## src/rtl/multicycle_control_if.sv

```systemverilog
// Control bundle between the multicycle sequencer and its shared-memory datapath.
// The slave modport is the sequencer side; the master modport is the datapath/memory side.
interface multicycle_control_if;
  logic [5:0] OP;
  logic [5:0] Funct;
  logic       Zero;
  logic       MemReady;
  logic       PCWrite;
  logic [1:0] PCSource;
  logic       IorD;
  logic       MemRead;
  logic       MemWrite;
  logic       IRWrite;
  logic [1:0] RegDst;
  logic [1:0] MemtoReg;
  logic       RegWrite;
  logic       ALUSrcA;
  logic [1:0] ALUSrcB;
  logic [3:0] ALUOp;
  logic       Illegal;
  logic       MemErr;
  logic [3:0] State;

  modport slave (
    input  OP, Funct, Zero, MemReady,
    output PCWrite, PCSource, IorD, MemRead, MemWrite, IRWrite, RegDst, MemtoReg,
           RegWrite, ALUSrcA, ALUSrcB, ALUOp, Illegal, MemErr, State
  );

  modport master (
    output OP, Funct, Zero, MemReady,
    input  PCWrite, PCSource, IorD, MemRead, MemWrite, IRWrite, RegDst, MemtoReg,
           RegWrite, ALUSrcA, ALUSrcB, ALUOp, Illegal, MemErr, State
  );
endinterface

```

## src/rtl/multicycle_control.sv

```systemverilog
// Multicycle MIPS sequencer: Moore FSM with Zero/MemReady terms, one memory access at a time,
// and a watchdog that parks the machine in HALT when memory never answers.
module multicycle_control #(
  parameter int WAIT_LIMIT = 16
) (
  input logic                 clk,
  input logic                 reset,
  multicycle_control_if.slave bus
);

  localparam int CW = $clog2(WAIT_LIMIT + 1);

  typedef enum logic [3:0] {
    S_FETCH  = 4'd0,
    S_DECODE = 4'd1,
    S_MEMADR = 4'd2,
    S_MEMRD  = 4'd3,
    S_LW_WB  = 4'd4,
    S_MEMWR  = 4'd5,
    S_EXEC_R = 4'd6,
    S_R_WB   = 4'd7,
    S_EXEC_I = 4'd8,
    S_I_WB   = 4'd9,
    S_BRANCH = 4'd10,
    S_JUMP   = 4'd11,
    S_JAL    = 4'd12,
    S_JR     = 4'd13,
    S_RSVD   = 4'd14,
    S_HALT   = 4'd15
  } state_t;

  localparam logic [5:0] OP_R    = 6'h00;
  localparam logic [5:0] OP_J    = 6'h02;
  localparam logic [5:0] OP_JAL  = 6'h03;
  localparam logic [5:0] OP_BEQ  = 6'h04;
  localparam logic [5:0] OP_BNE  = 6'h05;
  localparam logic [5:0] OP_ADDI = 6'h08;
  localparam logic [5:0] OP_ANDI = 6'h0c;
  localparam logic [5:0] OP_ORI  = 6'h0d;
  localparam logic [5:0] OP_LUI  = 6'h0f;
  localparam logic [5:0] OP_LW   = 6'h23;
  localparam logic [5:0] OP_SW   = 6'h2b;
  localparam logic [5:0] FN_JR   = 6'h08;

  state_t        state_q, state_d;
  logic [CW-1:0] wait_q, wait_d;
  logic          mem_state, stall, wd_fire;

  logic       pc_write, iord, mem_read, mem_write, ir_write, reg_write, alu_src_a;
  logic       illegal, mem_err;
  logic [1:0] pc_source, reg_dst, mem_to_reg, alu_src_b;
  logic [3:0] alu_op;

  always_ff @(posedge clk or negedge reset) begin
    if (!reset) begin
      state_q <= S_FETCH;
      wait_q  <= '0;
    end else begin
      state_q <= state_d;
      wait_q  <= wait_d;
    end
  end

  // Watchdog: counts consecutive not-ready cycles in any memory state, cleared everywhere else.
  assign mem_state = (state_q == S_FETCH) || (state_q == S_MEMRD) || (state_q == S_MEMWR);
  assign stall     = mem_state && !bus.MemReady;
  assign wd_fire   = stall && (wait_q == CW'(WAIT_LIMIT - 1));
  assign wait_d    = stall ? wait_q + 1'b1 : '0;

  always_comb begin
    state_d    = state_q;
    pc_write   = 1'b0;
    pc_source  = 2'b00;
    iord       = 1'b0;
    mem_read   = 1'b0;
    mem_write  = 1'b0;
    ir_write   = 1'b0;
    reg_dst    = 2'b00;
    mem_to_reg = 2'b00;
    reg_write  = 1'b0;
    alu_src_a  = 1'b0;
    alu_src_b  = 2'b00;
    alu_op     = 4'b0000;
    illegal    = 1'b0;
    mem_err    = 1'b0;

    unique case (state_q)
      S_FETCH: begin
        mem_read  = 1'b1;
        alu_src_b = 2'b01;
        alu_op    = 4'b0001;
        if (bus.MemReady) begin
          ir_write = 1'b1;
          pc_write = 1'b1;
          state_d  = S_DECODE;
        end
      end
      S_DECODE: begin
        alu_src_b = 2'b11;
        alu_op    = 4'b0001;
        case (bus.OP)
          OP_LW, OP_SW:                     state_d = S_MEMADR;
          OP_R:                             state_d = (bus.Funct == FN_JR) ? S_JR : S_EXEC_R;
          OP_ADDI, OP_ORI, OP_ANDI, OP_LUI: state_d = S_EXEC_I;
          OP_BEQ, OP_BNE:                   state_d = S_BRANCH;
          OP_J:                             state_d = S_JUMP;
          OP_JAL:                           state_d = S_JAL;
          default: begin
            illegal = 1'b1;
            state_d = S_FETCH;
          end
        endcase
      end
      S_MEMADR: begin
        alu_src_a = 1'b1;
        alu_src_b = 2'b10;
        alu_op    = 4'b0001;
        state_d   = (bus.OP == OP_SW) ? S_MEMWR : S_MEMRD;
      end
      S_MEMRD: begin
        iord     = 1'b1;
        mem_read = 1'b1;
        if (bus.MemReady) state_d = S_LW_WB;
      end
      S_LW_WB: begin
        mem_to_reg = 2'b01;
        reg_write  = 1'b1;
        state_d    = S_FETCH;
      end
      S_MEMWR: begin
        iord      = 1'b1;
        mem_write = 1'b1;
        if (bus.MemReady) state_d = S_FETCH;
      end
      S_EXEC_R: begin
        alu_src_a = 1'b1;
        alu_op    = 4'b1111;
        state_d   = S_R_WB;
      end
      S_R_WB: begin
        reg_dst   = 2'b01;
        reg_write = 1'b1;
        state_d   = S_FETCH;
      end
      S_EXEC_I: begin
        alu_src_a = 1'b1;
        alu_src_b = 2'b10;
        case (bus.OP)
          OP_ORI:  alu_op = 4'b0101;
          OP_ANDI: alu_op = 4'b1101;
          OP_LUI:  alu_op = 4'b0110;
          default: alu_op = 4'b0100;
        endcase
        state_d = S_I_WB;
      end
      S_I_WB: begin
        reg_write = 1'b1;
        state_d   = S_FETCH;
      end
      S_BRANCH: begin
        alu_src_a = 1'b1;
        alu_op    = 4'b0011;
        pc_source = 2'b01;
        pc_write  = ((bus.OP == OP_BEQ) && bus.Zero) || ((bus.OP == OP_BNE) && !bus.Zero);
        state_d   = S_FETCH;
      end
      S_JUMP: begin
        pc_source = 2'b10;
        pc_write  = 1'b1;
        state_d   = S_FETCH;
      end
      S_JAL: begin
        reg_dst    = 2'b10;
        mem_to_reg = 2'b10;
        reg_write  = 1'b1;
        pc_source  = 2'b10;
        pc_write   = 1'b1;
        state_d    = S_FETCH;
      end
      S_JR: begin
        pc_source = 2'b11;
        pc_write  = 1'b1;
        state_d   = S_FETCH;
      end
      default: begin
        mem_err = 1'b1;
        state_d = S_HALT;
      end
    endcase

    if (wd_fire) state_d = S_HALT;
  end

  // Every output is held low while reset is asserted, including FETCH's read request.
  assign bus.PCWrite  = reset & pc_write;
  assign bus.PCSource = reset ? pc_source : 2'b00;
  assign bus.IorD     = reset & iord;
  assign bus.MemRead  = reset & mem_read;
  assign bus.MemWrite = reset & mem_write;
  assign bus.IRWrite  = reset & ir_write;
  assign bus.RegDst   = reset ? reg_dst : 2'b00;
  assign bus.MemtoReg = reset ? mem_to_reg : 2'b00;
  assign bus.RegWrite = reset & reg_write;
  assign bus.ALUSrcA  = reset & alu_src_a;
  assign bus.ALUSrcB  = reset ? alu_src_b : 2'b00;
  assign bus.ALUOp    = reset ? alu_op : 4'b0000;
  assign bus.Illegal  = reset & illegal;
  assign bus.MemErr   = reset & mem_err;
  assign bus.State    = reset ? state_q : 4'd0;

endmodule

```

## src/flat_wrapper.sv

```systemverilog
// flat-port wrapper written by rule: the top's interface ports become plain ports
module multicycle_control_flat 
#(
  parameter int WAIT_LIMIT = 16
)
  (clk, reset, bus_OP, bus_Funct, bus_Zero, bus_MemReady, bus_PCWrite, bus_PCSource, bus_IorD, bus_MemRead, bus_MemWrite, bus_IRWrite, bus_RegDst, bus_MemtoReg, bus_RegWrite, bus_ALUSrcA, bus_ALUSrcB, bus_ALUOp, bus_Illegal, bus_MemErr, bus_State);
  multicycle_control_if bus_i ();
  input logic clk;
  input logic reset;
  input wire logic [$bits(bus_i.OP)-1:0] bus_OP;
  input wire logic [$bits(bus_i.Funct)-1:0] bus_Funct;
  input wire logic [$bits(bus_i.Zero)-1:0] bus_Zero;
  input wire logic [$bits(bus_i.MemReady)-1:0] bus_MemReady;
  output wire logic [$bits(bus_i.PCWrite)-1:0] bus_PCWrite;
  output wire logic [$bits(bus_i.PCSource)-1:0] bus_PCSource;
  output wire logic [$bits(bus_i.IorD)-1:0] bus_IorD;
  output wire logic [$bits(bus_i.MemRead)-1:0] bus_MemRead;
  output wire logic [$bits(bus_i.MemWrite)-1:0] bus_MemWrite;
  output wire logic [$bits(bus_i.IRWrite)-1:0] bus_IRWrite;
  output wire logic [$bits(bus_i.RegDst)-1:0] bus_RegDst;
  output wire logic [$bits(bus_i.MemtoReg)-1:0] bus_MemtoReg;
  output wire logic [$bits(bus_i.RegWrite)-1:0] bus_RegWrite;
  output wire logic [$bits(bus_i.ALUSrcA)-1:0] bus_ALUSrcA;
  output wire logic [$bits(bus_i.ALUSrcB)-1:0] bus_ALUSrcB;
  output wire logic [$bits(bus_i.ALUOp)-1:0] bus_ALUOp;
  output wire logic [$bits(bus_i.Illegal)-1:0] bus_Illegal;
  output wire logic [$bits(bus_i.MemErr)-1:0] bus_MemErr;
  output wire logic [$bits(bus_i.State)-1:0] bus_State;
  assign bus_i.OP = bus_OP;
  assign bus_i.Funct = bus_Funct;
  assign bus_i.Zero = bus_Zero;
  assign bus_i.MemReady = bus_MemReady;
  assign bus_PCWrite = bus_i.PCWrite;
  assign bus_PCSource = bus_i.PCSource;
  assign bus_IorD = bus_i.IorD;
  assign bus_MemRead = bus_i.MemRead;
  assign bus_MemWrite = bus_i.MemWrite;
  assign bus_IRWrite = bus_i.IRWrite;
  assign bus_RegDst = bus_i.RegDst;
  assign bus_MemtoReg = bus_i.MemtoReg;
  assign bus_RegWrite = bus_i.RegWrite;
  assign bus_ALUSrcA = bus_i.ALUSrcA;
  assign bus_ALUSrcB = bus_i.ALUSrcB;
  assign bus_ALUOp = bus_i.ALUOp;
  assign bus_Illegal = bus_i.Illegal;
  assign bus_MemErr = bus_i.MemErr;
  assign bus_State = bus_i.State;
  multicycle_control #(.WAIT_LIMIT(WAIT_LIMIT)) u_core (.clk(clk), .reset(reset), .bus(bus_i));
endmodule
```

## config.mk

```make
export PLATFORM = sky130hd
export DESIGN_NAME = multicycle_control_flat
export DESIGN_NICKNAME = d
export VERILOG_FILES = /design/src/rtl/multicycle_control_if.sv /design/src/rtl/multicycle_control.sv /design/src/flat_wrapper.sv
export SDC_FILE = /design/constraint.sdc
export NUM_CORES = 1
export LEC_CHECK = 0
export BUFFER_PORTS_ARGS = -buffer_cell sky130_fd_sc_hd__buf_2
export CORE_ASPECT_RATIO = 2
export CORE_MARGIN = 2
export CORE_UTILIZATION = 40
export DETAILED_ROUTE_END_ITERATION = 12
export PLACE_DENSITY = 0.64
export SLEW_MARGIN = 15
export SYNTH_ARGS = -nofsm -noshare
export SYNTH_HDL_FRONTEND = slang
export SYNTH_SLANG_ARGS = --single-unit
```

## constraint.sdc

```tcl
create_clock -name clk -period 2.3 [get_ports clk]
set_input_delay 0.46 -clock clk [delete_from_list [all_inputs] [get_ports clk]]
set_output_delay 0.46 -clock clk [all_outputs]
set_load 0.005 [all_outputs]
```

* Word-level counts from Yosys, hierarchy flattened
Cells that the tools add are included.
** Word-level totals
- Logic and storage cells :: 98
- Output and inout port bits :: 25
- Bits of input ports :: 16
- Register bits :: 9
** Cells by class
- Equality and inequality tests :: 28
- Bitwise operators :: 9
- Muxes and demuxes :: 32
- Add/subtract/negate cells :: 1
- Reduce and logical (&&, ||, !) cells :: 26
** Operator list (number)
- $pmux W4 S8 :: 1
- $eq A6 B4 Y1 const B :: 5
- $mux W4 :: 7
- $eq A4 B4 Y1 const B :: 6
- $pmux W4 S6 :: 1
- $eq A4 B3 Y1 const B :: 4
- $pmux W4 S4 :: 1
- $reduce_or A14 Y1 :: 1
- $eq A6 B2 Y1 const B :: 2
- $eq A6 B3 Y1 const B :: 2
- $eq A6 B6 Y1 const B :: 2
- $pmux W2 S3 :: 2
- $pmux W4 S3 :: 1
- $reduce_or A2 Y1 :: 6
- $reduce_or A4 Y1 :: 3
- $reduce_or A11 Y1 :: 1
- $mux W1 :: 10
- $and A1 B1 Y1 :: 9
- $ne A3 B2 Y1 const B :: 3
- $eq A4 B2 Y1 const B :: 2
- $mux W2 :: 4
- $pmux W2 S2 :: 2
- $reduce_or A7 Y1 :: 1
- $logic_not A6 Y1 :: 1
- other kinds (12) :: 19

* Logic depth before layout (Yosys ltp)
Gate-level depths: netlist of the first run.
- Word-level depth :: 7
- Mapped depth :: 7

* Worst setup path after synthesis of the first run
No wires, ideal clock.
- Kind :: in2out
- Start :: in bus_OP[1]
- End :: out bus_ALUOp[3]
- Setup slack :: 0.320 ns
- Path buffers :: 1
- Stages on the path :: 5
- Arrival :: 1.520 ns
- Cells stage by stage :: buf_6 > nor4b_4 > nand2_1 > or4_1 > a21oi_1
** On the way
- Longest elaborated chain between the ends :: 4
- Elaborated cells between the ends (all ways) :: 6
- Those cells by class :: 3 x eq/ne; 3 x mux
** Ends and longest elaborated chain
- start: declaration :: RTL line flat_wrapper.sv:10 : input wire logic [$bits(bus_i.OP)-1:0] bus_OP;
- $eq A6 B4 Y1 :: RTL line multicycle_control.sv:148 : case (bus.OP)
- $pmux W4 S3 (*) :: RTL line multicycle_control.sv:148
- $pmux W4 S4 (*) :: RTL line multicycle_control.sv:87 : unique case (state_q)
- $mux W4 (*) :: RTL line multicycle_control.sv:206 : assign bus.ALUOp = reset ? alu_op : 4'b0000;
- end: declaration :: RTL line flat_wrapper.sv:25 : output wire logic [$bits(bus_i.ALUOp)-1:0] bus_ALUOp;
Every way passes the cells marked *; elsewhere a longest branch is shown, timed or not.

* Worst setup path after layout of the first run
- Start :: reg u_core.state_q[0]
- End :: out bus_Illegal
** On the way
- Longest elaborated chain between the ends :: 3
** Ends and longest elaborated chain
- start: declaration :: RTL line multicycle_control.sv:45 : state_t state_q, state_d;
- start signal: assignment :: RTL line multicycle_control.sv:59 : state_q <= state_d;
- $eq A4 B1 Y1 :: RTL line multicycle_control.sv:87
- $mux W1 :: RTL line multicycle_control.sv:87
- $and A1 B1 Y1 :: RTL line multicycle_control.sv:207 : assign bus.Illegal = reset & illegal;
- end: declaration :: RTL line flat_wrapper.sv:26 : output wire logic [$bits(bus_i.Illegal)-1:0] bus_Illegal;
Every way passes these cells.

==> results of run 1 <==
## cell type report
cell class	instances	area [um2]	share of cell area, %
clock buffer	4	45.0	3.20
inverter	8	30.0	2.13
multi-input combinational	127	802	57.0
sequential	9	226	16.1
tap	29	36.3	2.58
timing repair buffer	49	268	19.0
## stage by stage
| step | worst slack [ps] | utilization, % | hold slack [ps] | total power (W) |
|---|---|---|---|---|
| after global placement | 207 | 49.7 | 342 | 0.00113 |
| after detailed placement | 175 | 49.7 | 351 | 0.00115 |
| after global routing | 34.9 | 51.4 | 111 | 0.00146 |
| final | 147 | 51.4 | 115 | 0.00134 |
| after floorplan | 320 | - | 164 | 0.000891 |
| after CTS | 93.0 | 51.4 | 102 | 0.00134 |
## state kept, by name, summed over array words and instances (netlist names)
name / count
u_core.state_q: 4
u_core.wait_q: 5
## layout by cell type, fill, tap and decap left out, types with 4 or more instances in the layout
| cell type | instances |
|---|---|
| o21ai_0 | 5 |
| nand2_1 | 13 |
| buf_2 | 40 |
| nor4_1 | 4 |
| nor2b_1 | 4 |
| a21oi_1 | 12 |
| nor3_1 | 7 |
| buf_4 | 9 |
| nor2_1 | 21 |
| inv_1 | 8 |
| nand2b_1 | 5 |
| dfrtp_1 | 8 |
## report_power, final
part           switching [W]  internal, W  total [W]
sequential         0.0000907     0.000203   0.000293
clock              0.0000617     0.000121   0.000182
combinational       0.000477     0.000386   0.000864
total               0.000630     0.000710    0.00134
## per-layer routing
| metal | part of all wire, % | up-vias | track usage (%) |
|---|---|---|---|
| met2 | 54 | 50 | 40.3 |
| met1 | 38 | 592 | 21.2 |
| met4 | 4.5 | 0 | 15.5 |
| met5 | 0 | - | 0 |
| met3 | 4.1 | 14 | 1.81 |
| li1 | - | 651 | - |
## cell usage after synthesis, drive strengths merged
| library cell | number | area [um2] |
|---|---|---|
| nor2 | 21 | 78.8 |
| nand2 | 13 | 48.8 |
| a21oi | 12 | 60.1 |
| buf | 11 | 68.8 |
| dfrtp | 9 | 225 |
| inv | 8 | 30.0 |
| nor3 | 7 | 35.0 |
| clkbuf | 6 | 22.5 |
| nand2b | 5 | 31.3 |
| nor4b | 5 | 65.1 |
| o21ai | 5 | 25.0 |
| nor2b | 4 | 25.0 |
| nor4 | 4 | 25.0 |
| a211oi | 3 | 22.5 |
| nand3 | 3 | 15.0 |
| nand3b | 3 | 22.5 |
| o21a | 3 | 22.5 |
| xnor2 | 3 | 26.3 |
| xor2 | 3 | 26.3 |
| a2bb2oi | 2 | 17.5 |
| a32oi | 2 | 17.5 |
| and2 | 2 | 12.5 |
| and3 | 2 | 12.5 |
| ha | 2 | 25.0 |
| nand4 | 2 | 12.5 |
| nand4b | 2 | 17.5 |
| o211ai | 2 | 15.0 |
| or3 | 2 | 12.5 |
| a22oi | 1 | 7.51 |
| a311o | 1 | 10.0 |
| a31oi | 1 | 6.26 |
| and2b | 1 | 8.76 |
| and3b | 1 | 8.76 |
| and4 | 1 | 8.76 |
| o2111a | 1 | 11.3 |
| o22ai | 1 | 6.26 |
| o2bb2a | 1 | 10.0 |
| o2bb2ai | 1 | 8.76 |
| o311a | 1 | 10.0 |
| o31a | 1 | 8.76 |
| o31ai | 1 | 7.51 |
| or4 | 1 | 7.51 |
| or4b | 1 | 10.0 |
## worst register-to-register path, stage by stage, from the launching register on
cell	delay, ps
dfrtp_1	540
buf_4	260
xor2_1	180
o21a_1	180
or3_1	420
a32oi_1	230
## worst paths after layout
| path | from | end | cells after the start |
|---|---|---|---|
| max in group asynchronous | reset | u_core.state_q[1]$_DFFE_PN0P_ | 2 |
| setup / recovery | u_core.state_q[0]$_DFFE_PN0P_ | bus_Illegal | 4 |
| hold reg to reg | u_core.wait_q[0]$_DFF_PN0_ | u_core.wait_q[0]$_DFF_PN0_ | 1 |
| hold / removal | reset | u_core.wait_q[4]$_DFF_PN0_ | 1 |
| setup reg to reg | u_core.state_q[0]$_DFFE_PN0P_ | u_core.state_q[1]$_DFFE_PN0P_ | 5 |
| min in group clk | u_core.wait_q[0]$_DFF_PN0_ | u_core.wait_q[0]$_DFF_PN0_ | 1 |
## kinds of logic (layout without fill, tap and decap cells)
kind of cell | after synthesis | after routing
simple gates | 80 | 80
compound gates | 39 | 39
buf+inv | 25 | 61
flops | 9 | 9
xor+xnor | 6 | 6
fa+ha+maj | 2 | 2
==> results.toml, run 1 <==
[sta]
finalClockSkew_ps = 0.310
relSlewSlack_pct = 65.1
setup_violations = 0
fin_crit_sh_pct = 93.6
drv_slew = 0
tightest_slew_ps = 519
hold_violations = 0
fin_crit_ps = 2150
rsz0062_at_grt = "false"
setup_tns_ps = 0
max_freq_mhz = 464

[clock_tree]
clock_sinks = 9
cts_setup_buffers = 0
path_clk_slew_ps = 40
cts_hold_buf = 0
tritoncts = "built"
max-clock-path-buffers = 2
cts.repair.resized = 0
cts_buffers = 3
clock_latency_ps = 230
htree_levels = 1
cts-root-buf = "clkbuf_8"

[drt]
ant_nets = 0
vias = 1307
viasPerCell = 5.78
route.detailed.drc = 0
wl_um = 3350
wire_per_inst_um = 14.8
dr.pass1.iters = 6
drtIter0Drc = 18

[critical_path]
crit_family = "flip-flops"
startpoint_type = "flip-flop"
path_cells = "nor4b_2 > nand2_1 > a211oi_1 > buf_2"
crit_arrival_ps = 1690
path_class = "flip-flop to output port"
critical_path_required_ps = 1840
r2r_slack_ps = 400
cp_max_fo = 15
critPathSlowestCell = "dfrtp_1"
path_buf_inv = 1
slowest_delay_ps = 620
end_kind = "output port"

[finish]
num-fill-cells = 302
syn2layout_area_growth_pct = 22.5
antenna_cells = 0
finalNonFillerCells = 226
nNetsFinal = 216
post_route_cells_drive_above_1_share_pct = 28.4
design_area_um2 = 1410

[synth]
synthDistinctLibCells = 48
syn_area_um2 = 1150
synthCells = 161
synth-simple-area-share_pct = 39.9
synth_compound_area_share_pct = 23.2
synth_top_family_by_area = "simple AND/OR/NAND/NOR gates"
yosysWarnings = 0
synth_xor_area_share_pct = 4.58
synth.avg_cell_area_um2 = 7.13
synthAdderAreaFrac_pct = 2.18
ys_ff_latch = 9
synth_nets = 179
synthMuxAreaShare_pct = 0
yosysSeqAreaShare_pct = 19.6

[placement]
gp_congestion = 0.845
dpl.hpwl_um = 2570
io_buffer_count = 40
dpl-instance-area_um2 = 1360
placed_cells = 222

[global_route]
grt_max_degree = 21
grt_overflow = 0
track_usage_pct = 21.5
grt_pass1_wl_um = 5650
grt_pass1_vias = 1272
antenna_found_initial = 0

[floorplan]
rows = 27
die_h_um = 79.8
die_area_um2 = 3340
start_util_pct = 42.0
ios = 41
fp.dieW_um = 41.9
core-area_um2 = 2740

[run]
max_cap_violations = 0

[power]
p_per_area_nw_per_um2 = 951
peakVddDrop_uv = 551
power_leakage_nw = 0.663

[min_path]
min_path_type = "input port to async pin"

[status]
status = "finished clean"
No activity file was read; power rests on OpenSTA's default activity.
==> run 2: changes to the inputs <==
--- a/config.mk
+++ b/config.mk
@@ -5,12 +5,12 @@
 export SDC_FILE = /design/constraint.sdc
 export NUM_CORES = 1
 export LEC_CHECK = 0
-export BUFFER_PORTS_ARGS = -buffer_cell sky130_fd_sc_hd__buf_2
+export BUFFER_PORTS_ARGS = -buffer_cell sky130_fd_sc_hd__buf_4
 export CORE_ASPECT_RATIO = 2
 export CORE_MARGIN = 2
-export CORE_UTILIZATION = 40
+export CORE_UTILIZATION = 35
 export DETAILED_ROUTE_END_ITERATION = 12
-export PLACE_DENSITY = 0.64
+export PLACE_DENSITY = 0.57
 export SLEW_MARGIN = 15
 export SYNTH_ARGS = -nofsm -noshare
 export SYNTH_HDL_FRONTEND = slang
==> run 2 against run 1 <==
Net effect:
- count of clock-buffer cells in the layout did not move
- routed wire length fell by 1.9%
- first-iteration DRC count rose by 94%
- clock skew rose by 2.1 ps
- fmax fell by 1.2%
- die area rose by 13%
- power rose by 4.1%
- critical path depth rose by 1
- via count fell by 0.31%
==> results.toml, run 2 (synthesis results as in run 1) <==
[critical_path]
end_kind = "output port"
r2r_start = "u_core.state_q[1]$_DFFE_PN0P_"
crit_start = "u_core.state_q[1]$_DFFE_PN0P_"
cp-endpoint = "bus_PCWrite"
crit_arrival_ps = 1720
critPathSlowestCell = "dfrtp_1"
startpoint_type = "flip-flop"
rr_worst_depth = 5
cp_max_fo = 19
worst_r2r_endpoint = "u_core.state_q[1]$_DFFE_PN0P_"
path_cells = "buf_4 > a31oi_1 > nor2_1 > o31a_1 > buf_4"
slowest_delay_ps = 580
path_class = "flip-flop to output port"
path_common_cell = "buf_4"
critical_path_required_ps = 1840
r2r_slack_ps = 350

[floorplan]
ios = 41
start_util_pct = 36.4
core-area_um2 = 3160
rows = 29
die_area_um2 = 3780
die_h_um = 85.0
fp.dieW_um = 44.5

[drt]
wl_um = 3280
drtIter0Drc = 35
wire_per_inst_um = 14.5
route.detailed.drc = 0
viasPerCell = 5.74
vias = 1303
ant_nets = 0
dr.pass1.iters = 4

[sta]
setup_tns_ps = 0
relSlewSlack_pct = 61.6
max_freq_mhz = 459
hold_violations = 0
rsz0062_at_grt = "false"
fin_crit_sh_pct = 94.7
tightest_slew_ps = 577
finalClockSkew_ps = 2.43
setup_violations = 0
fin_crit_ps = 2180
drv_slew = 0

[clock_tree]
htree_levels = 1
cts-root-buf = "clkbuf_8"
max-clock-path-buffers = 2
cts_hold_buf = 0
clock_latency_ps = 230
cts.repair.resized = 0
path_clk_slew_ps = 40
cts_buffers = 3
cts_setup_buffers = 0
tritoncts = "built"
clock_sinks = 9

[finish]
post_route_cells_drive_above_1_share_pct = 28.1
nNetsFinal = 215
design_area_um2 = 1500
largest_reg_flops = 5
syn2layout_area_growth_pct = 30.8
layout_commonest_cell = "buf_4"
largest_register = "u_core.wait_q"
ff_latch_area_um2 = 226
largestRegisters = "u_core.wait_q x5, u_core.state_q x4"
antenna_cells = 0
layout_common_cells = "buf_4, nor2_1, nand2_1, a21oi_1"
multi_input_area_um2 = 802
num-fill-cells = 347
utilization_pct = 47.6

[power]
power_leakage_nw = 0.672
p_per_area_nw_per_um2 = 928
totalPowerFinal_w = 0.00139
peakVddDrop_uv = 587

[global_route]
grt_overflow = 0
grt_pass1_vias = 1226
antenna_found_initial = 0
grt_pass1_wl_um = 5420
track_usage_pct = 18.2
grt_max_degree = 22

[run]
max_cap_violations = 0

[placement]
gp_congestion = 0.827
dpl.hpwl_um = 2600
dpl-instance-area_um2 = 1460
io_buffer_count = 40

[status]
status = "finished clean"

[min_path]
min_path_type = "input port to async pin"
-- run 2: per-stage QoR --
step	setup slack, ps	hold slack [ps]	cells
final	121	95.5	227
after global placement	151	344	223
after CTS	108	94.9	227
after floorplan	320	164	161
after global routing	17.2	112	227
after detailed placement	122	345	223
-- run 2: final cells by class --
type | count | area share, %
repair buffers | 48 | 24.0
flip-flops and latches | 9 | 15.1
inverters | 8 | 2.00
multi-input cells | 127 | 53.4
clock buffers | 4 | 3.00
well taps | 31 | 2.58
-- run 2: power breakdown --
| part | switching (W) | leakage (nW) | total [W] | internal, W |
|---|---|---|---|---|
| logic | 0.000476 | 0.530 | 0.000918 | 0.000442 |
| registers | 0.0000931 | 0.119 | 0.000296 | 0.000203 |
| clock network | 0.0000591 | 0.0228 | 0.000180 | 0.000120 |
-- run 2: how the worst min path moves through the flow --
stage / start / slack (ps) / endpoint / depth (start not counted)
2_1_floorplan: reset / 160 / u_core.state_q[0]$_DFFE_PN0P_ / 0
3_3_place_gp: reset / 340 / u_core.wait_q[0]$_DFF_PN0_ / 1
3_5_place_dp: reset / 350 / u_core.wait_q[0]$_DFF_PN0_ / 1
4_1_cts: reset / 90 / u_core.wait_q[0]$_DFF_PN0_ / 1
5_1_grt: reset / 110 / u_core.wait_q[3]$_DFF_PN0_ / 1
6_report: reset / 100 / u_core.wait_q[0]$_DFF_PN0_ / 1
-- run 2: worst max-delay path, delay by kind of cell, from the launching register on --
kind	cells	cell delay [ps]
AND/OR/NAND/NOR	1	50
AO/OA/AOI/OAI	2	440
flip-flops	1	580
buffers and inverters	2	410
-- run 2: layer usage --
metal / vias to the layer above / part of all wire [%] / global-route usage [%]
met1: 618 / 37 / 20.6
met2: 34 / 58 / 34.4
met3: 4 / 3.6 / 0.638
met5: - / 0 / 0
li1: 647 / - / -
met4: 0 / 1.7 / 5.51
